==> src/rtl/udp_line_scheduler.sv <==
// Frame-level UDP line sequencer: one trig per line packet, paced by the UDP engine's busy flag.
// Define UDP_LINE_SCHED_DUAL_EN to interleave two cameras per row (2*V_ACT packets per frame).
module udp_line_scheduler #(
  parameter int V_ACT      = 720,
  parameter int GAP_CYCLES = 125,
  parameter int TIMEOUT    = 125_000
) (
  input  logic       clk,
  input  logic       rst,
  input  logic       start,
  input  logic       connected,
  input  logic       lb_ready,
  input  logic       udp_busy,
  input  logic       line_err,
  output logic       trig,
  output logic       cam_id,
  output logic [9:0] row,
  output logic       busy,
  output logic       frame_done,
  output logic       abort,
  output logic [1:0] abort_code
);

  localparam int          GAP_W    = (GAP_CYCLES > 1) ? $clog2(GAP_CYCLES + 1) : 1;
  localparam logic [9:0]  LAST_ROW = 10'(V_ACT - 1);
  localparam logic [16:0] WDOG_LIM = 17'(TIMEOUT);
`ifdef UDP_LINE_SCHED_DUAL_EN
  localparam logic        LAST_CAM = 1'b1;
`else
  localparam logic        LAST_CAM = 1'b0;
`endif

  typedef enum logic [2:0] {
    S_IDLE,
    S_ARM,
    S_FIRE,
    S_WAIT_BUSY,
    S_WAIT_DONE,
    S_GAP
  } state_t;

  state_t             state_q, state_d;
  logic [9:0]         row_q, row_d;
  logic               cam_q, cam_d;
  logic [16:0]        wdog_q, wdog_d;
  logic [GAP_W-1:0]   gap_q, gap_d;
  logic               trig_q, busy_q;
  logic               fdone_q, fdone_d;
  logic               abort_q, abort_d;
  logic [1:0]         code_q, code_d;
  logic               last_pkt;
  logic               in_wait;
  logic [16:0]        wdog_inc;

  assign last_pkt = (row_q == LAST_ROW) && (cam_q == LAST_CAM);
  assign in_wait  = (state_q == S_WAIT_BUSY) || (state_q == S_WAIT_DONE);
  assign wdog_inc = (wdog_q == '1) ? wdog_q : wdog_q + 17'd1;

  always_comb begin
    state_d = state_q;
    row_d   = row_q;
    cam_d   = cam_q;
    wdog_d  = '0;
    gap_d   = gap_q;
    fdone_d = 1'b0;
    abort_d = 1'b0;
    code_d  = code_q;

    case (state_q)
      S_IDLE: begin
        // The frame_done cycle already shows IDLE but must not accept a new start.
        if (start && connected && !fdone_q) begin
          state_d = S_ARM;
          row_d   = '0;
          cam_d   = 1'b0;
        end
      end
      S_ARM: begin
        if (lb_ready) state_d = S_FIRE;
      end
      S_FIRE: begin
        state_d = S_WAIT_BUSY;
      end
      S_WAIT_BUSY: begin
        if (udp_busy) state_d = S_WAIT_DONE;
        else          wdog_d  = wdog_inc;
      end
      S_WAIT_DONE: begin
        if (!udp_busy) begin
          state_d = S_GAP;
          gap_d   = GAP_W'(GAP_CYCLES);
        end else begin
          wdog_d  = wdog_inc;
        end
      end
      S_GAP: begin
        if (gap_q == '0) begin
          if (last_pkt) begin
            fdone_d = 1'b1;
            state_d = S_IDLE;
          end else begin
            state_d = S_ARM;
            if (cam_q != LAST_CAM) begin
              cam_d = 1'b1;
            end else begin
              cam_d = 1'b0;
              row_d = row_q + 10'd1;
            end
          end
        end else begin
          gap_d = gap_q - GAP_W'(1);
        end
      end
      default: state_d = S_IDLE;
    endcase

    // Abort overrides any normal transition and freezes the indices.
    if (state_q != S_IDLE) begin
      if (line_err || !connected || (in_wait && (wdog_q >= WDOG_LIM))) begin
        abort_d = 1'b1;
        state_d = S_IDLE;
        row_d   = row_q;
        cam_d   = cam_q;
        fdone_d = 1'b0;
        if (line_err)        code_d = 2'd1;
        else if (!connected) code_d = 2'd2;
        else                 code_d = 2'd3;
      end
    end
  end

  always_ff @(posedge clk or posedge rst) begin
    if (rst) begin
      state_q <= S_IDLE;
      row_q   <= '0;
      cam_q   <= 1'b0;
      wdog_q  <= '0;
      gap_q   <= '0;
      trig_q  <= 1'b0;
      busy_q  <= 1'b0;
      fdone_q <= 1'b0;
      abort_q <= 1'b0;
      code_q  <= '0;
    end else begin
      state_q <= state_d;
      row_q   <= row_d;
      cam_q   <= cam_d;
      wdog_q  <= wdog_d;
      gap_q   <= gap_d;
      trig_q  <= (state_d == S_FIRE);
      busy_q  <= (state_d != S_IDLE);
      fdone_q <= fdone_d;
      abort_q <= abort_d;
      code_q  <= code_d;
    end
  end

  assign trig       = trig_q;
  assign cam_id     = cam_q;
  assign row        = row_q;
  assign busy       = busy_q;
  assign frame_done = fdone_q;
  assign abort      = abort_q;
  assign abort_code = code_q;

endmodule

==> config.mk <==
export PLATFORM = sky130hd
export DESIGN_NAME = udp_line_scheduler
export DESIGN_NICKNAME = d
export VERILOG_FILES = /design/src/rtl/udp_line_scheduler.sv
export SDC_FILE = /design/constraint.sdc
export NUM_CORES = 1
export LEC_CHECK = 0
export ABC_CLOCK_PERIOD_IN_PS = 4900
export BUFFER_PORTS_ARGS = -buffer_cell sky130_fd_sc_hd__buf_2
export CAP_MARGIN = 20
export CORE_ASPECT_RATIO = 1.5
export CORE_UTILIZATION = 55
export DETAILED_ROUTE_END_ITERATION = 6
export GPL_ROUTABILITY_DRIVEN = 0
export HOLD_SLACK_MARGIN = 0.03
export PLACE_DENSITY = 0.75
export SYNTH_ARGS = -nofsm -noshare
export SYNTH_HDL_FRONTEND = slang
export SYNTH_SLANG_ARGS = --single-unit
==> constraint.sdc <==
create_clock -name clk -period 4.9 [get_ports clk]
set_clock_uncertainty 0.15 [all_clocks]
set_input_delay 0.49 -clock clk [delete_from_list [all_inputs] [get_ports clk]]
set_output_delay 0.49 -clock clk [all_outputs]
set_load 0.05 [all_outputs]
Word level (Yosys, flattened, before mapping)
Cells that the tools add are included.

Flip-flop bits (word level): 44. Latch bits: 0. RAM bits: 0. Bits in read-only memories: 0. Input port bits: 7. Output and inout port bits: 17. Word-level logic and storage cells: 81. Memories kept: 0.

Add/sub/neg operators: 3. $mul: 0. Divide/modulo/power cells: 0. $lt $le $gt $ge: 1. Equality and inequality tests: 11. Shifts and indexed selects: 0. Mux-type cells: 39. Bitwise operators: 1. Reductions and logical operators: 16.

Operator list (number): $mux 10 (6); $mux 17 (3); $pmux 17 s2 (1); $mux 3 (7); $pmux 10 s2 (1); $pmux 3 s6 (1); $add 17x1->17 const B (1); $eq 17x17->1 const B (1); $ge 17x17->1 const B (1); $mux 1 (15); $mux 7 (2); $pmux 7 s2 (1); $add 10x1->10 const B (1); $eq 10x10->1 const B (1); $eq 3x2->1 const B (3); $logic_not 7->1 (1); $sub 7x1->7 const B (1); $eq 3x3->1 const B (2); $ne 2x2->1 const B (3); $reduce_bool 3->1 (2); $logic_and 1x1->1 (4); $eq 3x1->1 const B (1); $logic_not 3->1 (1); $logic_or 1x1->1 (3); 7 further kinds (8).

Longest topological paths before layout
Gate-level depths: netlist of the first run.

Word-level depth: 8. Gate-level depth with buffers: 9. Mapped depth without buffers: 7.

Worst setup path after synthesis of the first run
Ideal clock, no wire load.

Path type: flip-flop to flip-flop. From: register row_q[0] (netlist: row[0]). To: register row_q[9] (netlist: row[9]). Library setup time: 0.079 ns. Arrival time: 2.209 ns. Required time: 4.671 ns. Slack: 2.462 ns. Cell stages (with the launch flop): 8. Path buffers: 1. Clock period less this slack: 2.438 ns. Cell sequence: dfrtp_1 -> ha_1 -> and2_1 -> and4_1 -> a211o_1 -> buf_2 -> or4_1 -> a21oi_1.

Word-level cells in the longest chain between the ends: 7. Elaborated cells between the ends (all ways): 9. Classes of those cells: 1 x add/sub; 1 x eq/ne; 6 x mux; 1 x reduce/logical.

Ends and longest elaborated chain: start, declared (line 43) `logic [9:0] row_q, row_d;`; start signal, assigned (line 146) `row_q <= row_d;`; $add 10x1->10 / $eq 10x10->1 (equally long branches) (line 107, 55); $mux 10 / $logic_and 1x1->1 (equally long branches) (line 103, 55); $mux 10 (*) (line 98) `if (last_pkt) begin`; $mux 10 (*) (line 97) `if (gap_q == '0) begin`; $pmux 10 s2 (*) (line 69) `case (state_q)`; $mux 10 (line 119) `if (line_err || !connected || (in_wait && (wdog_q >= WDOG_LIM))) begin`; $mux 10 (*) (line 118) `if (state_q != S_IDLE) begin`.

Every way passes the cells marked *; elsewhere a longest branch is shown, timed or not. The select of a mux whose other input is x is not followed. A chain may end at the register's enable or synchronous reset.

Worst setup path after layout of the first run
From: register state_q[2]. To: register row_q[9] (netlist: row[9]).

Word-level cells in the longest chain between the ends: 5. Elaborated cells between the ends (all ways): 12. Classes of those cells: 4 x eq/ne; 3 x mux; 5 x reduce/logical.

Ends and longest elaborated chain: start, declared (line 42) `state_t state_q, state_d;`; start signal, assigned (line 145) `state_q <= state_d;`; branches (longest 5 deep; another with $pmux 10 s2).

Parallel ways; which one is timed is not known. The select of a mux whose other input is x is not followed.

==> results.md, run 1 <==
### Timing
* **Post-Route Setup TNS** 0 ns
* **Hold Fails Final Rpt** 0
* **fin crit period** 2.72 ns
* **endpoints failing setup** 0
* **slew at the pin closest to its max-slew limit** 1.05 ns
* **Tcrit/Tclk final** 55.4%
* **Relative slew margins** 29.2%
* **final max-slew violation count** 0
* **RSZ-0062 raised after global routing** no
* **FMAX** 368 MHz

### Synthesis
* **prevailing post-synth register cell** dfrtp_1
* **flop and latch count out of synthesis** 43
* **per-instance average area after synthesis** 9.27 µm²
* **xor/xnor cell area share of the yosys netlist** 5.56%
* **net count after synthesis** 267
* **total standard cell area after synthesis** 2360 µm²
* **number of synthesized flops with an enable pin** 0
* **share of the yosys chip area belonging to registers** 45.5%
* **adder and majority gate portion of the synthesized area** 2.65%
* **Cells after Synth** 255
* **warnings from Yosys** 0
* **share of flip-flops with an asynchronous set or reset** 100%
* **number of distinct library cell variants in the gate-level netlist after synthesis** 50
* **post-synthesis compound-gate area fraction** 14.1%
* **simple-gate area share of the yosys netlist** 27.8%
* **portion of netlist area occupied by mux cells** 0.847%
* **main combinational cell family by area after synthesis** simple AND/OR/NAND/NOR gates

### Layout
* **Seq. cell area** 1080 µm²
* **number of fill cells** 339
* **count of nets after finishing** 287
* **total area of multi-input combinational cells** 1210 µm²
* **synthesis-to-layout area growth** 9.42%
* **ant diodes** 0
* **fraction of final layout cells with drive strength greater than 1** 14.5%
* **cell area after layout** 2590 µm²

### Routing
* **ANT nets after route** 0
* **routed length per placed instance** 14.7 µm
* **Remaining DRCs** 0
* **final routed wirelength across all metal layers** 4700 µm
* **number of iterations in the first detailed-routing pass** 4
* **routed via count** 1951
* **DRT iter0 DRCs** 62
* **vias per inst** 6.10

### Critical path
* **CP Max Fanout** 19
* **crit path capture type** flop
* **Data required, critical path** 4.97 ns
* **sort of element at the start of the critical path** flop
* **arrival time of the worst setup path** 2.79 ns
* **WS Path Type** reg2reg

### Die
* **area inside the core boundary** 4030 µm²
* **die span in x** 55.5 µm
* **Initial Util** 58.7%
* **Rows** 28
* **vertical extent of the die** 82.3 µm
* **number of placed I/O pins** 24
* **area of the die** 4570 µm²

### Placed design
* **post-detailed-placement cell area** 2500 µm²
* **detailed placer's ending HPWL** 3380 µm
* **number of buffers inserted by port buffering** 22

### Clock tree
* **clock sinks** 43
* **Hold Buf Count CTS** 0
* **Clock H-tree levels** 2
* **CTS Buf Count** 5
* **Clock transition at path regs** 0.08 ns
* **setup bufs post-CTS** 0
* **TritonCTS clock tree** built
* **root cell of the clock tree** clkbuf_8
* **clock latency on the worst-skew pair** 0.29 ns
* **post-CTS resize count** 0
* **clock buffer depth** 2

### Global route
* **initial antenna violation count** 0
* **largest net degree at the start of global routing** 44
* **leftover overflow at the end of global routing** 0
* **number of global-route vias before repair** 1766
* **overall fraction of global-route tracks in use** 22.1%
* **global-route wire length before repair** 7880 µm

### Pwr
* **VDD IR max** 0.293 mV
* **Pleak** 1.15 nW
* **Final Power** 0.000917 W
* **PD cells** 355 nW/µm²

### Run
* **count of max-cap constraint violations** 0

### Hold path
* **path category of the worst min-delay check** in2async

### Status
* **run status** complete, no violations

-- synth_stat cells, types with 5 or more instances --
master    number  area share (%)
o21ai_0        6             1.3
o31ai_1        5             1.6
and3_1         5             1.3
inv_1          9             1.4
a211oi_1       5             1.6
clkbuf_1       8             1.3
nor3_1         9             1.9
nand4_1        5             1.3
nand3_1       14             3.0
xnor2_1       11             4.1
a21oi_1       17             3.6
nor2_1        20             3.2
dfrtp_1       43              46
nand2_1       26             4.1
or4_1          5             1.6
ha_1           5             2.6
-- registers in the layout, indices dropped and copies added, names as in the netlist --
signal / count
wdog_q: 17
gap_q: 7
state_q: 3
abort_code: 2
row: 10
busy: 1
frame_done: 1
abort: 1
trig: 1
-- layout by cell type, fill, tap and decap left out, types with 5 or more instances in the layout --
master	Yosys	final
inv_1	9	9
or4_1	5	5
a21oi_1	17	17
and3_1	5	5
nand4_1	5	5
nand3_1	14	14
buf_2	1	22
xnor2_1	11	11
a211oi_1	5	5
nand2_1	26	26
clkbuf_8	0	6
nor2_1	20	20
dfrtp_1	43	43
nor3_1	9	9
ha_1	5	5
o21ai_0	6	6
o31ai_1	5	5
-- cell families (layout without fill, tap and decap cells) --
kind of cell / after synthesis / in the layout
and+or+nand+nor: 118 / 118
AOI/OAI and AO/OA: 51 / 51
DFF: 43 / 43
buffers and inverters: 20 / 40
xor gates and xnor gates: 15 / 15
adders and majority gates: 5 / 5
muxes: 2 / 2
other: 1 / 1
-- through the flow --
step,instances,setup slack (ns),hold slack (ns),util (%)
2_1_floorplan,255,2.46,0.321,-
3_3_place_gp,313,2.24,0.356,62.0
3_5_place_dp,313,2.19,0.364,62.0
4_1_cts,320,2.19,0.192,64.2
5_1_grt,320,2.04,0.230,64.2
6_report,320,2.18,0.178,64.2
-- final timing paths --
| path | slack, ns | depth (start not counted) | from | endpoint |
|---|---|---|---|---|
| setup / recovery | 2.18 | 5 | state_q[2] | row[9] |
| hold / removal | 0.18 | 3 | rst | row[0] |
| setup reg to reg | 2.18 | 5 | state_q[2] | row[9] |
| hold reg to reg | 0.38 | 2 | abort_code[0] | abort_code[0] |
| max in group asynchronous | 4.06 | 3 | rst | abort_code[0] |
| min in group clk | 0.26 | 2 | line_err | abort_code[1] |
-- routing by layer --
| layer | GRT usage, % | share of wire, % |
|---|---|---|
| met3 | 3.27 | 1.9 |
| met2 | 43.1 | 55 |
| met5 | 0 | 0 |
| met1 | 23.9 | 41 |
| met4 | 9.25 | 1.9 |
-- power breakdown --
group / internal (W) / switching, W / leakage (nW)
logic: 0.0000802 / 0.000166 / 0.520
registers: 0.000399 / 0.0000494 / 0.582
clock network: 0.000111 / 0.000113 / 0.0470
-- critical path, cell delays in order (launching register included) --
cell     delay [ns]
dfrtp_1        0.50
or3_4          0.44
or3_4          0.39
a211o_1        0.45
or4_1          0.55
a21oi_1        0.16
-- layout make-up --
| cell class | instances | area share (%) |
|---|---|---|
| Multi-Input combinational cell | 192 | 46.7 |
| Sequential cell | 43 | 41.6 |
| Timing Repair Buffer | 24 | 4.84 |
| Clock buffer | 6 | 3.19 |
| Tap cell | 45 | 2.18 |
| Inverter | 9 | 1.31 |
| Clock inverter | 1 | 0.193 |
No activity file was read; power rests on OpenSTA's default activity.
==> run 2, diff against run 1 <==
==> config.mk (replaced) <==
export PLATFORM = sky130hd
export DESIGN_NAME = udp_line_scheduler
export DESIGN_NICKNAME = d
export VERILOG_FILES = /design/src/rtl/udp_line_scheduler.sv
export SDC_FILE = /design/constraint.sdc
export NUM_CORES = 1
export LEC_CHECK = 0
export ABC_CLOCK_PERIOD_IN_PS = 2400
export BUFFER_PORTS_ARGS = -buffer_cell sky130_fd_sc_hd__buf_2
export CAP_MARGIN = 20
export CORE_ASPECT_RATIO = 1.5
export CORE_UTILIZATION = 53
export DETAILED_ROUTE_END_ITERATION = 6
export GPL_ROUTABILITY_DRIVEN = 0
export HOLD_SLACK_MARGIN = 0.03
export PLACE_DENSITY = 0.76
export SYNTH_ARGS = -nofsm -noshare
export SYNTH_HDL_FRONTEND = slang
export SYNTH_SLANG_ARGS = --single-unit
==> constraint.sdc (replaced) <==
create_clock -name clk -period 2.4 [get_ports clk]
set_clock_uncertainty 0.15 [all_clocks]
set_input_delay 0.24 -clock clk [delete_from_list [all_inputs] [get_ports clk]]
set_output_delay 0.24 -clock clk [all_outputs]
set_load 0.05 [all_outputs]
==> results.md, run 2 (same netlist as run 1, synthesis figures left out) <==
### Status
* **run status** complete, no violations

### Critical path
* **Crit Reg-Reg Endpoint** row[2]
* **sort of element at the start of the critical path** flop
* **largest stage delay on the critical path** 0.39 ns
* **cell count along the critical path** 6
* **arrival time of the worst setup path** 2.45 ns
* **worst flop-to-flop path startpoint** state_q[1]
* **WS Path Type** reg2reg
* **Worst setup endpoint** row[2]
* **cells along the critical path** or3_4 -> or3_4 -> a211o_4 -> buf_4 -> or3_1 -> a21oi_1
* **kind of cell adding the most delay to the critical path** simple AND/OR/NAND/NOR gates
* **combined buffer and inverter count along the critical path** 1
* **Data required, critical path** 2.49 ns
* **number of cells on the worst reg-to-reg path** 6
* **source of the critical timing path** state_q[1]
* **reg-to-reg setup timing slack** 0.04 ns
* **CP Max Fanout** 8
* **most prevalent standard cell on the critical path** or3_4
* **crit path capture type** flop
* **slowest cell on the critical path** dfrtp_1

### Routing
* **final routed wirelength across all metal layers** 5310 µm
* **routed via count** 2065
* **Remaining DRCs** 0
* **routed length per placed instance** 15.6 µm
* **DRT iter0 DRCs** 100
* **number of iterations in the first detailed-routing pass** 7
* **ANT nets after route** 0
* **vias per inst** 6.07

### Layout
* **commonest cells after routing, fill and taps aside** dfrtp_1, nand2_1, buf_2, nor2_1, buf_4
* **most frequent standard cell in the layout excluding fill and tap cells** dfrtp_1
* **post-route core utilization** 65.3%
* **cell area after layout** 2770 µm²
* **flip-flop count of the largest register, all copies and words added** 17
* **count of nets after finishing** 305
* **Biggest register** wdog_q
* **ant diodes** 0
* **synthesis-to-layout area growth** 17.1%
* **number of fill cells** 369
* **fraction of final layout cells with drive strength greater than 1** 21.4%

### Global route
* **leftover overflow at the end of global routing** 0
* **overall fraction of global-route tracks in use** 23.8%
* **initial antenna violation count** 0
* **largest net degree at the start of global routing** 25
* **number of global-route vias before repair** 2032
* **global-route wire length before repair** 8870 µm

### Timing
* **Relative slew margins** 62.6%
* **Post-Route Setup TNS** 0 ns
* **fin crit period** 2.36 ns
* **RSZ-0062 raised after global routing** no
* **FMAX** 423 MHz
* **final setup margin** 0.0355 ns
* **endpoints failing setup** 0
* **Tcrit/Tclk final** 98.5%
* **slew at the pin closest to its max-slew limit** 0.557 ns
* **Hold Fails Final Rpt** 0
* **final max-slew violation count** 0

### Clock tree
* **TritonCTS clock tree** built
* **root cell of the clock tree** clkbuf_8
* **clock buffer depth** 2
* **clock sinks** 43
* **Clock transition at path regs** 0.09 ns
* **clock latency on the worst-skew pair** 0.31 ns
* **Clock H-tree levels** 2
* **CTS Buf Count** 5

### Pwr
* **part of the total power dissipated in sequential elements** 44.1%
* **part of the power in combinational logic** 31.8%
* **net switching component of the power** 0.000725 W
* **VDD IR max** 0.616 mV
* **Clock Power Share** 24.1%
* **net switching share of the total power** 36.1%
* **Final Power** 0.00201 W
* **internal power** 0.00128 W
* **PD cells** 725 nW/µm²
* **Pleak** 1.23 nW

### Placed design
* **post-placement worst setup slack** -0.0204 ns
* **number of buffers inserted by port buffering** 22
* **post-detailed-placement cell area** 2600 µm²
* **detailed placer's ending HPWL** 3690 µm

### Die
* **vertical extent of the die** 83.8 µm
* **Initial Util** 55.7%
* **die span in x** 56.5 µm
* **area of the die** 4740 µm²
* **Rows** 29
* **area inside the core boundary** 4250 µm²
* **number of placed I/O pins** 24

### Hold path
* **path category of the worst min-delay check** in2reg

### Run
* **count of max-cap constraint violations** 0

run 2: worst min-delay path by stage:
stage	from	endpoint	cells past startpoint
global placement	rst	trig	2
global route	connected	abort_code[0]	3
detailed placement	rst	gap_q[2]	2
CTS	connected	abort_code[0]	3
floorplan	line_err	abort_code[1]	1
finish	connected	abort_code[0]	3
run 2: worst register-to-register path: cells and delay by family (launching register included):
family                 cells  cell delay (ns)
and+or+nand+nor            3             1.06
buffers and inverters      1             0.17
AOI/OAI and AO/OA          2             0.54
DFF                        1             0.39
run 2: metal layers:
metal | share of wire [%] | vias up | global-route usage [%]
met3 | 2.6 | 14 | 4.34
met2 | 55 | 48 | 41.8
met4 | 2.7 | 0 | 14.4
met1 | 40 | 995 | 25.6
met5 | 0 | - | 0
li1 | - | 1008 | -
run 2: power by group through the flow:
stage	Combinational, W	Sequential, W	Clock, W
3_3_place_gp	0.000605	0.000899	0
5_1_grt	0.000689	0.000900	0.000517
6_report	0.000638	0.000886	0.000484
2_1_floorplan	0.000292	0.00103	0
4_1_cts	0.000625	0.000886	0.000496
3_5_place_dp	0.000610	0.000902	0
run 2: repair_timing:
action                     in CTS  in global routing
setup buffers                   0                  1
hold buffers                    3                  0
hold endpoints to repair       17                  0
pin swaps                       0                  5
cloned                          0                  1
resized for setup               2                  6
setup endpoints to repair       3                  4
run 2: layout make-up:
class	count	area (µm²)	share of cell area, %
Clock buffer	7	86.3	3.12
Clock inverter	1	5.00	0.181
Inverter	9	33.8	1.22
Multi-Input combinational cell	193	1250	45.1
Sequential cell	43	1080	38.9
Tap cell	46	57.6	2.08
Timing Repair Buffer	41	260	9.39
run 2: stage by stage:
| step | instances | hold slack, ns |
|---|---|---|
| after floorplan | 255 | 0.180 |
| after global placement | 327 | 0.0938 |
| after detailed placement | 327 | 0.0947 |
| after CTS | 338 | 0.0942 |
| after global routing | 340 | 0.125 |
| final | 340 | 0.112 |
==> run 3, diff against run 2 <==
--- a/config.mk
+++ b/config.mk
@@ -13,7 +13,7 @@
 export DETAILED_ROUTE_END_ITERATION = 6
 export GPL_ROUTABILITY_DRIVEN = 0
 export HOLD_SLACK_MARGIN = 0.03
-export PLACE_DENSITY = 0.76
+export PLACE_DENSITY = 0.87
 export SYNTH_ARGS = -nofsm -noshare
 export SYNTH_HDL_FRONTEND = slang
 export SYNTH_SLANG_ARGS = --single-unit
==> results.md, run 3 (same netlist as run 1, synthesis figures left out) <==
### Status
* **run status** complete, no violations

### Clock tree
* **root cell of the clock tree** clkbuf_8
* **CTS Buf Count** 5
* **Clock H-tree levels** 2
* **TritonCTS clock tree** built
* **clock buffer depth** 2
* **clock sinks** 43
* **Clock transition at path regs** 0.09 ns
* **clock latency on the worst-skew pair** 0.30 ns

### Critical path
* **cells along the critical path** or3_4 -> or3_4 -> a211o_4 -> or4_4 -> a21oi_2
* **slowest cell on the critical path** or4_4
* **most prevalent standard cell on the critical path** or3_4
* **crit path capture type** flop
* **sort of element at the start of the critical path** flop
* **arrival time of the worst setup path** 2.44 ns
* **WS Path Type** reg2reg
* **Data required, critical path** 2.49 ns
* **source of the critical timing path** state_q[1]
* **worst flop-to-flop path startpoint** state_q[1]
* **largest stage delay on the critical path** 0.52 ns
* **reg-to-reg setup timing slack** 0.05 ns
* **CP Max Fanout** 8

### Global route
* **number of global-route vias before repair** 2085
* **global-route wire length before repair** 9290 µm
* **leftover overflow at the end of global routing** 0
* **largest net degree at the start of global routing** 18
* **initial antenna violation count** 0
* **overall fraction of global-route tracks in use** 25.2%

### Layout
* **commonest cells after routing, fill and taps aside** dfrtp_1, nand2_1, buf_2, nor2_1
* **flip-flop count of the largest register, all copies and words added** 17
* **fraction of final layout cells with drive strength greater than 1** 20.2%
* **ant diodes** 0
* **cell area after layout** 2770 µm²
* **count of nets after finishing** 303
* **synthesis-to-layout area growth** 17.1%
* **most frequent standard cell in the layout excluding fill and tap cells** dfrtp_1
* **Biggest register** wdog_q
* **number of fill cells** 368

### Timing
* **slew at the pin closest to its max-slew limit** 0.574 ns
* **FMAX** 425 MHz
* **Hold Fails Final Rpt** 0
* **worst hold margin** 0.116 ns
* **final max-slew violation count** 0
* **fin crit period** 2.35 ns
* **endpoints failing setup** 0
* **Relative slew margins** 61.7%
* **RSZ-0062 raised after global routing** yes
* **Tcrit/Tclk final** 98.0%

### Die
* **vertical extent of the die** 83.8 µm
* **number of placed I/O pins** 24
* **area of the die** 4740 µm²
* **Rows** 29
* **area inside the core boundary** 4250 µm²
* **die span in x** 56.5 µm
* **Initial Util** 55.7%

### Placed design
* **number of buffers inserted by port buffering** 22
* **post-detailed-placement cell area** 2590 µm²
* **detailed placer's ending HPWL** 3770 µm

### Routing
* **ANT nets after route** 0
* **number of iterations in the first detailed-routing pass** 4
* **DRT iter0 DRCs** 112
* **vias per inst** 6.03
* **Remaining DRCs** 0
* **routed via count** 2038
* **routed length per placed instance** 15.8 µm
* **final routed wirelength across all metal layers** 5340 µm

### Pwr
* **internal power** 0.00137 W
* **net switching share of the total power** 34.9%
* **Clock Power Share** 26.7%
* **part of the total power dissipated in sequential elements** 43.2%
* **PD cells** 758 nW/µm²
* **VDD IR max** 0.700 mV
* **part of the power in combinational logic** 30.1%
* **net switching component of the power** 0.000732 W
* **Pleak** 1.23 nW

### Run
* **count of max-cap constraint violations** 0

### Hold path
* **critical hold path startpoint** connected
* **path category of the worst min-delay check** in2reg

-- run 3: final timing paths --
check,endpoint,cells after the start
min in group asynchronous,trig,3
min reg2reg,gap_q[1],2
max in group asynchronous,wdog_q[12],4
min,abort_code[0],3
max reg2reg,row[9],5
max,row[9],5
-- run 3: final cells by class --
class,count,area (µm²),area share (%)
multi-input combinational,192,1240,44.8
clock inverter,1,30.0,1.08
sequential,43,1080,39.0
clock buffer,7,76.3,2.76
inverter,9,33.8,1.22
timing repair buffer,40,253,9.13
tap,46,57.6,2.08
-- run 3: power by group through the flow --
stage / Clock (W) / Combinational, W / Sequential, W
global placement: 0 / 0.000586 / 0.000904
global route: 0.000597 / 0.000692 / 0.000921
finish: 0.000560 / 0.000631 / 0.000906
floorplan: 0 / 0.000292 / 0.00103
CTS: 0.000571 / 0.000619 / 0.000895
detailed placement: 0 / 0.000599 / 0.000909
-- run 3: stage by stage --
stage	setup WS, ns	instances	setup TNS (ns)	utilization (%)	power (W)
2_1_floorplan	0.00743	255	0	-	0.00132
3_3_place_gp	0.0641	326	0	61.1	0.00149
3_5_place_dp	-0.0118	326	-0.0118	61.1	0.00151
4_1_cts	0.0123	338	0	64.9	0.00208
5_1_grt	-0.00281	338	-0.00281	65.2	0.00221
6_report	0.0473	338	0	65.2	0.00210
-- run 3: per-layer routing --
layer	share of wire (%)	vias to the layer above	global-route usage, %
li1	-	1003	-
met1	40	977	28.3
met2	55	45	44.9
met3	2.6	13	4.19
met4	2.5	0	12.0
met5	0	-	0
-- run 3: worst max-delay path: cells and delay by family, from the launching register on --
kind            cells  cell delay, ns
compound gates      2            0.49
flops               1            0.39
simple gates        3            1.26
-- run 3: timing repair --
item	4_1_cts	5_1_grt
hold buffers	3	0
buffers inserted	1	0
resized for setup	3	4
endpoints found under the setup margin	2	6
endpoints found under the hold margin	15	0
pin swaps	4	3
